<file path="config.mk">
export PLATFORM = sky130hd
export DESIGN_NAME = clkdiv_tick_gen
export DESIGN_NICKNAME = d
export VERILOG_FILES = /design/src/rtl/clkdiv_tick_gen_pkg.sv /design/src/rtl/sq_divider.sv /design/src/rtl/clkdiv_tick_gen.sv
export SDC_FILE = /design/constraint.sdc
export NUM_CORES = 1
export LEC_CHECK = 0
export CORE_MARGIN = 2
export CORE_UTILIZATION = 45
export DETAILED_ROUTE_END_ITERATION = 6
export DONT_BUFFER_PORTS = 1
export GPL_ROUTABILITY_DRIVEN = 1
export PLACE_DENSITY = 0.58
export REMOVE_ABC_BUFFERS = 1
export SLEW_MARGIN = 40
export SYNTH_ARGS = -nofsm -noshare
export SYNTH_HDL_FRONTEND = slang
export SYNTH_HIERARCHICAL = 1
export SYNTH_SLANG_ARGS = --single-unit
</file>
<file path="constraint.sdc">
create_clock -name clk -period 2.4 [get_ports clk]
set_clock_uncertainty 0.1 [all_clocks]
set_input_delay 0.36 -clock clk [delete_from_list [all_inputs] [get_ports clk]]
set_output_delay 0.36 -clock clk [all_outputs]
set_load 0.02 [all_outputs]
</file>
<file path="src/rtl/clkdiv_tick_gen_pkg.sv">
// Shared definitions for the calendar clock path: handover FSM states,
// the default board clock rate and divider counter sizing.
package clkdiv_tick_gen_pkg;

    typedef enum logic [1:0] {
        SEL_SLOW = 2'd0,
        DRAIN    = 2'd1,
        HOLD     = 2'd2,
        SEL_FAST = 2'd3
    } clk_sel_state_e;

    localparam int CLK_HZ_DEFAULT = 100_000_000;

    // Counter width able to hold 0..max(a,b)-1; never narrower than one bit.
    function automatic int half_w(input int a, input int b);
        int m;
        m = (a > b) ? a : b;
        return (m < 2) ? 1 : $clog2(m);
    endfunction

endpackage

</file>
<file path="src/rtl/sq_divider.sv">
// Free-running half-period divider: ~50% square wave plus a one-clock strobe
// registered in the same cycle the wave rises.
module sq_divider
    import clkdiv_tick_gen_pkg::*;
#(
    parameter int HALF = 2,
    parameter int CW   = 1
) (
    input  logic clk,
    input  logic rst_n,
    output logic sq_o,
    output logic tick_o
);

    logic [CW-1:0] cnt_q, cnt_d;
    logic          sq_q, sq_d;
    logic          tick_q, tick_d;

    always_comb begin
        cnt_d  = cnt_q + 1'b1;
        sq_d   = sq_q;
        tick_d = 1'b0;
        if (cnt_q == CW'(HALF - 1)) begin
            cnt_d  = '0;
            sq_d   = ~sq_q;
            tick_d = ~sq_q;
        end
    end

    always_ff @(posedge clk or negedge rst_n) begin
        if (!rst_n) begin
            cnt_q  <= '0;
            sq_q   <= 1'b0;
            tick_q <= 1'b0;
        end else begin
            cnt_q  <= cnt_d;
            sq_q   <= sq_d;
            tick_q <= tick_d;
        end
    end

    assign sq_o   = sq_q;
    assign tick_o = tick_q;

endmodule

</file>
<file path="src/rtl/clkdiv_tick_gen.sv">
// Derives the fast scan and slow count clocks from the board clock and hands
// clk_trl between them glitch-free according to the synchronised sd switch.
module clkdiv_tick_gen
    import clkdiv_tick_gen_pkg::*;
#(
    parameter int CLK_HZ  = CLK_HZ_DEFAULT,
    parameter int FAST_HZ = 190,
    parameter int SLOW_HZ = 12
) (
    input  logic clk,
    input  logic rst_n,
    input  logic sd,
    output logic outclk190,
    output logic outclk12,
    output logic tick190,
    output logic tick12,
    output logic clk_trl,
    output logic sel_fast,
    output logic busy
);

    localparam int HALF_F = CLK_HZ / (2 * FAST_HZ);
    localparam int HALF_S = CLK_HZ / (2 * SLOW_HZ);
    localparam int CW     = half_w(HALF_F, HALF_S);

    if (HALF_F < 2 || HALF_S < 2) begin : g_half_check
        $error("clkdiv_tick_gen: both half-period constants must be at least 2");
    end

    logic fast_sq, slow_sq;

    sq_divider #(.HALF(HALF_F), .CW(CW)) u_div_fast (
        .clk    (clk),
        .rst_n  (rst_n),
        .sq_o   (fast_sq),
        .tick_o (tick190)
    );

    sq_divider #(.HALF(HALF_S), .CW(CW)) u_div_slow (
        .clk    (clk),
        .rst_n  (rst_n),
        .sq_o   (slow_sq),
        .tick_o (tick12)
    );

    logic           sd_meta_q, sd_s_q;
    clk_sel_state_e state_q, state_d;
    logic           sel_q, sel_d;
    logic           trl_q, trl_d;
    logic           cur_lvl, tgt_lvl;

    assign cur_lvl = sel_q ? fast_sq : slow_sq;
    assign tgt_lvl = sel_q ? slow_sq : fast_sq;

    // clk_trl only leaves a source while it is low and only joins the new one
    // while it is low, so every pulse it emits is a whole source high phase.
    always_comb begin
        state_d = state_q;
        sel_d   = sel_q;
        trl_d   = 1'b0;
        case (state_q)
            SEL_SLOW, SEL_FAST: begin
                trl_d = cur_lvl;
                if (sd_s_q != sel_q) state_d = DRAIN;
            end
            DRAIN: begin
                trl_d = cur_lvl;
                if (sd_s_q == sel_q)  state_d = sel_q ? SEL_FAST : SEL_SLOW;
                else if (!cur_lvl)    state_d = HOLD;
            end
            HOLD: begin
                if (!tgt_lvl) begin
                    sel_d   = ~sel_q;
                    state_d = sel_q ? SEL_SLOW : SEL_FAST;
                end
            end
            default: state_d = SEL_SLOW;
        endcase
    end

    always_ff @(posedge clk or negedge rst_n) begin
        if (!rst_n) begin
            sd_meta_q <= 1'b0;
            sd_s_q    <= 1'b0;
            state_q   <= SEL_SLOW;
            sel_q     <= 1'b0;
            trl_q     <= 1'b0;
        end else begin
            sd_meta_q <= sd;
            sd_s_q    <= sd_meta_q;
            state_q   <= state_d;
            sel_q     <= sel_d;
            trl_q     <= trl_d;
        end
    end

    assign outclk190 = fast_sq;
    assign outclk12  = slow_sq;
    assign clk_trl   = trl_q;
    assign sel_fast  = sel_q;
    assign busy      = (state_q == DRAIN) || (state_q == HOLD);

endmodule

</file>
# Word-level counts from Yosys, hierarchy flattened
# Index checks and enable logic that the tools add are counted.
totals:
  regBits: 54
  latch_bits: 0
  mem_bits_rw: 0
  mem_bits_ro: 0
  in_bits: 3
  out_inout_bits: 7
  elab_cells: 47
  memories: 0
op_classes:
  add_sub_neg: 2
  mul: 0
  div: 0
  magnitude_cmp: 0
  n_eq_ne: 10
  n_shift: 0
  n_mux: 14
  bitwise_logic: 4
  reduce_logical: 6
op_table:
  columns: ["op", "n"]
  rows:
  - ["22-bit by 1-bit adder with 22-bit output, second input constant", 2]
  - ["22-bit 2-to-1 mux", 2]
  - ["22-bit by 19-bit equality test with 1-bit output, second input constant", 1]
  - ["22-bit equality test, second input constant", 1]
  - ["2-bit 2-to-1 mux", 6]
  - ["2-bit one-hot mux with 3 select lines", 1]
  - ["1-bit 2-to-1 mux", 5]
  - ["2-bit equality test, second input constant", 2]
  - ["2-bit != test, second input constant", 2]
  - ["1-bit inverter", 4]
  - ["3-bit != test, second input constant", 1]
  - ["3-bit AND reduction", 1]
  - ["3-bit OR reduction", 1]
  - ["2-bit by 1-bit equality test with 1-bit output, second input constant", 1]
  - ["2-bit logical NOT", 1]
  - ["2-bit AND reduction", 1]
  - ["2-bit OR reduction", 1]
  - ["1-bit equality test", 1]
  - ["1-bit logical OR", 1]
  - ["1-bit != test", 1]

# Depth between registers and ports, before layout
depth:
  depth_word: 4
  depth_mapped: 7
  ltp_nobuf: 6

# By module
# The synthesis kept the hierarchy.
by_module_without_submodules:
  columns: ["mod", "instances", "cells_per_inst", "area_each_um2", "seq_area_each_um2"]
  rows:
  - ["sq_divider (u_div_slow)", 1, 113, 1151.1, 600.6]
  - ["sq_divider (u_div_fast)", 1, 107, 1131.1, 600.6]
  - ["clkdiv_tick_gen", 1, 33, 344.1, 150.1]

# Least setup slack after synthesis
# No wires, ideal clock.
synth_path:
  path_type: "register to register"
  startpoint: "register u_div_slow.cnt_q[0]"
  endpoint: "register u_div_slow.cnt_q[18]"
  setup_time_ns: 0.078
  arrival_ns: 1.784
  slack_ns: 0.437
  path_stages_with_launch: 6
  path_buffers: 0
  path_cell_list: "dfrtp_1 ha_1 nand4_2 or4_1 or3_1 a21oi_1"
synth_via:
  elab_chain_len: 2
  elab_cells_between_ends: 3
synth_lines:
  columns: ["item", "line_no", "rtl"]
  rows:
  - ["start, declared", "sq_divider.sv:15", "logic [CW-1:0] cnt_q, cnt_d;"]
  - ["start signal, assigned", "sq_divider.sv:36", "cnt_q <= cnt_d;"]
  - ["22-bit by 1-bit adder with 22-bit output / 22-bit equality test (equally long branches)", "sq_divider.sv:20, sq_divider.sv:23", null]
  - ["22-bit 2-to-1 mux (*)", "sq_divider.sv:23", "if (cnt_q == CW'(HALF - 1)) begin"]
  - ["via u_div_slow.cnt_d[18]", "sq_divider.sv:15", null]
# The timed path passes the listed nets; every way through them passes the cells marked *.
# A chain may end at the register's enable or synchronous reset.

# Worst setup path after layout
# Ends and elaborated chain as after synthesis.

==> qor.yml <==
run_status:
  status: "completed"
yosys:
  synth_area_per_cell_um2: 10.4
  synth-main-ff-cell: "dfrtp_1"
  async_flop_share_pct: 100
  netlist_instances: 253
  yosysTopAreaCell: "dfrtp_1"
  synth_area_leaders: "dfrtp_1 51%, xor2_1 7.7%, xnor2_1 4.3%"
  synth_edf_count: 0
  ys_types: 39
  synth_top_area_share_pct: 51.5
  netlist_area_um2: 2630
  synth_seq_cells: 54
  ys_warn_count: 6
  yosysSeqAreaShare_pct: 51.5
grt:
  grt_pass1_wl_um: 7960
  grt_max_degree: 55
  first_global_vias: 1764
  grtUsageTotal_pct: 16.1
  overflow: 0
  antenna_found_initial: 0
floorplanning:
  fp.dieH_um: 80.4
  core_area_um2: 5570
  die_x_um: 80.4
  rows: 27
  die_area_um2: 6460
  boundaryPins: 10
  start_util_pct: 47.1
sta:
  slew_headroom_pct: 72.6
  finalCritPeriodShare_pct: 89.4
  finalSetupTns_ps: 0
  finalSetupViolations: 0
  min_period_ps: 2150
  maxSlewViolCount: 0
  rsz0062_at_grt: "false"
  hold_viol: 0
  fmax_mhz: 466
  worst_pin_slew_ps: 411
placed_design:
  dpl.hpwl_um: 3220
  io_buffers: 0
  gp_congestion: 0.823
power_and_ir_drop:
  power_mw: 1.75
  p_leak_nw: 1.36
  vdd_drop_max_mv: 0.408
  power_density_nw_per_um2: 611
setup_path:
  arrival_ps: 2280
  startpoint_type: "flip-flop"
  worstPathCellList: "ha_1 -> nand4_2 -> or4_1 -> or3_1 -> a21oi_1"
  cp_top_family: "simple AND/OR/NAND/NOR gates"
  cp-end-kind: "flip-flop"
  critPathRequiredTime_ps: 2540
  max_stage_delay_ps: 560
  cpMaxStageDelayCell: "or4_1"
  critPathKind: "reg -> reg"
  path_max_fanout: 6
  crit_buf_inv: 0
clock_network:
  post_cts_buffers: 0
  clock_path_buffers: 2
  cts_tree: "yes"
  ctsHtreeMaxLevel: 2
  clk-insertion-delay-late_ps: 310
  cts.sinks: 54
  root_buffer: "clkbuf_8"
  cts_buffers: 5
  path_clk_slew_ps: 100
route:
  first_pass_iters: 4
  via_count: 1776
  drc: 0
  finalWirelength_um: 4600
  via_per_inst: 5.32
  wl_per_cell_um: 13.8
  ant_nets: 0
  dr.first_iter.drc_count: 92
final_layout:
  syn2layout_area_growth_pct: 8.86
  diodes: 0
  layout-drive-gt1-share_pct: 9.16
  utilization_pct: 51.3
  nets: 273
flow_run:
  maxCapViolCount: 0
hold_path:
  min_path_type: "reg -> reg"
-- where the power goes --
group	total (mW)	switching (mW)	internal, mW
Combinational	0.295	0.182	0.113
Sequential	0.951	0.0161	0.935
Clock	0.500	0.294	0.205
-- path summary, 6_finish.rpt --
kind,start,endpoint,slack [ps],depth (start not counted)
max,u_div_slow/cnt_q[0],u_div_slow/cnt_q[18],250,5
min,sd_meta_q,sd_s_q,280,0
max reg2reg,u_div_slow/cnt_q[0],u_div_slow/cnt_q[18],250,5
min reg2reg,sd_meta_q,sd_s_q,280,0
max in group asynchronous,rst_n,u_div_slow/cnt_q[8],1500,2
min in group asynchronous,rst_n,state_q[0],460,2
-- flip-flops by register name, indices dropped and copies added (netlist names) --
name and flops:
u_div_slow/sq_o 1, u_div_slow/tick_o 1, sd_meta_q 1, sel_fast 1, u_div_fast/tick_o 1, u_div_fast/cnt_q 22
u_div_fast/sq_o 1, u_div_slow/cnt_q 22, clk_trl 1, sd_s_q 1, state_q 2
-- through the flow --
step	setup WS [ps]	std cells	cell area [um^2]	hold WS [ps]
CTS	270	334	2860	283
global route	147	334	2860	284
global placement	348	323	2720	-34.6
detailed placement	293	323	2720	-34.3
floorplan	436	246	2590	-35.6
finish	255	334	2860	276
-- per-layer routing --
| layer | vias to the layer above | track usage [%] | share of wire [%] |
|---|---|---|---|
| met2 | 23 | 25.2 | 44 |
| met4 | 0 | 5.59 | 1.1 |
| met5 | - | 0 | 0 |
| met3 | 5 | 3.71 | 3.5 |
| met1 | 862 | 22.0 | 51 |
| li1 | 886 | - | - |
-- what timing repair did --
action                     in CTS  in global routing
gates resized for setup         0                  0
hold buffers                    3                  0
setup endpoints to repair       0                  0
hold endpoints to repair       55                  0
-- cell families after synthesis --
| kind of cell | count (synthesis) | share of synthesized area, % |
|---|---|---|
| simple gates | 114 | 23.7 |
| buf+inv | 21 | 3.24 |
| compound gates | 17 | 4.53 |
| mux | 2 | 0.762 |
| fa+ha+maj | 9 | 4.29 |
| flops | 54 | 51.5 |
| xor+xnor | 36 | 12.0 |
-- synthesized netlist by cell type, types with 4 or more instances --
master and n:
xnor2_1 13, nor3_1 8, ha_1 9, nor4_1 6
and4_1 4, nand4_1 6, xor2_1 23, and3_1 6
nand2_1 16, inv_1 14, dfrtp_1 54, o21ai_0 5
nand3_1 19, nor2_1 28
-- final cells by class --
cell class,instances,area (um^2)
timing repair buffer,8,85.1
sequential,54,1350
clock inverter,3,21.3
inverter,14,52.6
tap,72,90.1
clock buffer,5,68.8
multi-input combinational,178,1190
fill,510,2720
-- layout by cell type, fill, tap and decap left out, types with 2 or more instances in the layout --
| cell type | n |
|---|---|
| ha_1 | 9 |
| nand4_2 | 2 |
| a21oi_1 | 3 |
| nor3_1 | 8 |
| xnor2_1 | 13 |
| xor2_1 | 23 |
| dlygate4sd3_1 | 2 |
| or3_1 | 3 |
| or4_1 | 2 |
| nor2b_1 | 3 |
| nand2_1 | 16 |
| and4_1 | 4 |
| nand4_1 | 6 |
| dfrtp_1 | 54 |
| nor4_1 | 6 |
| a22o_1 | 2 |
| clkbuf_8 | 5 |
| o31ai_1 | 2 |
| mux2i_1 | 2 |
| nand3_1 | 19 |
| buf_4 | 5 |
| a31oi_1 | 2 |
| and3_1 | 6 |
| o21ai_0 | 5 |
| inv_1 | 14 |
| nor4b_1 | 2 |
| nor2_1 | 28 |
-- worst reg2reg max path, cell delays in order (launching register included) --
cell	delay (ps)
dfrtp_1	450
ha_1	260
nand4_2	200
or4_1	570
or3_1	360
a21oi_1	150
Power figures use the tool's default switching activity.
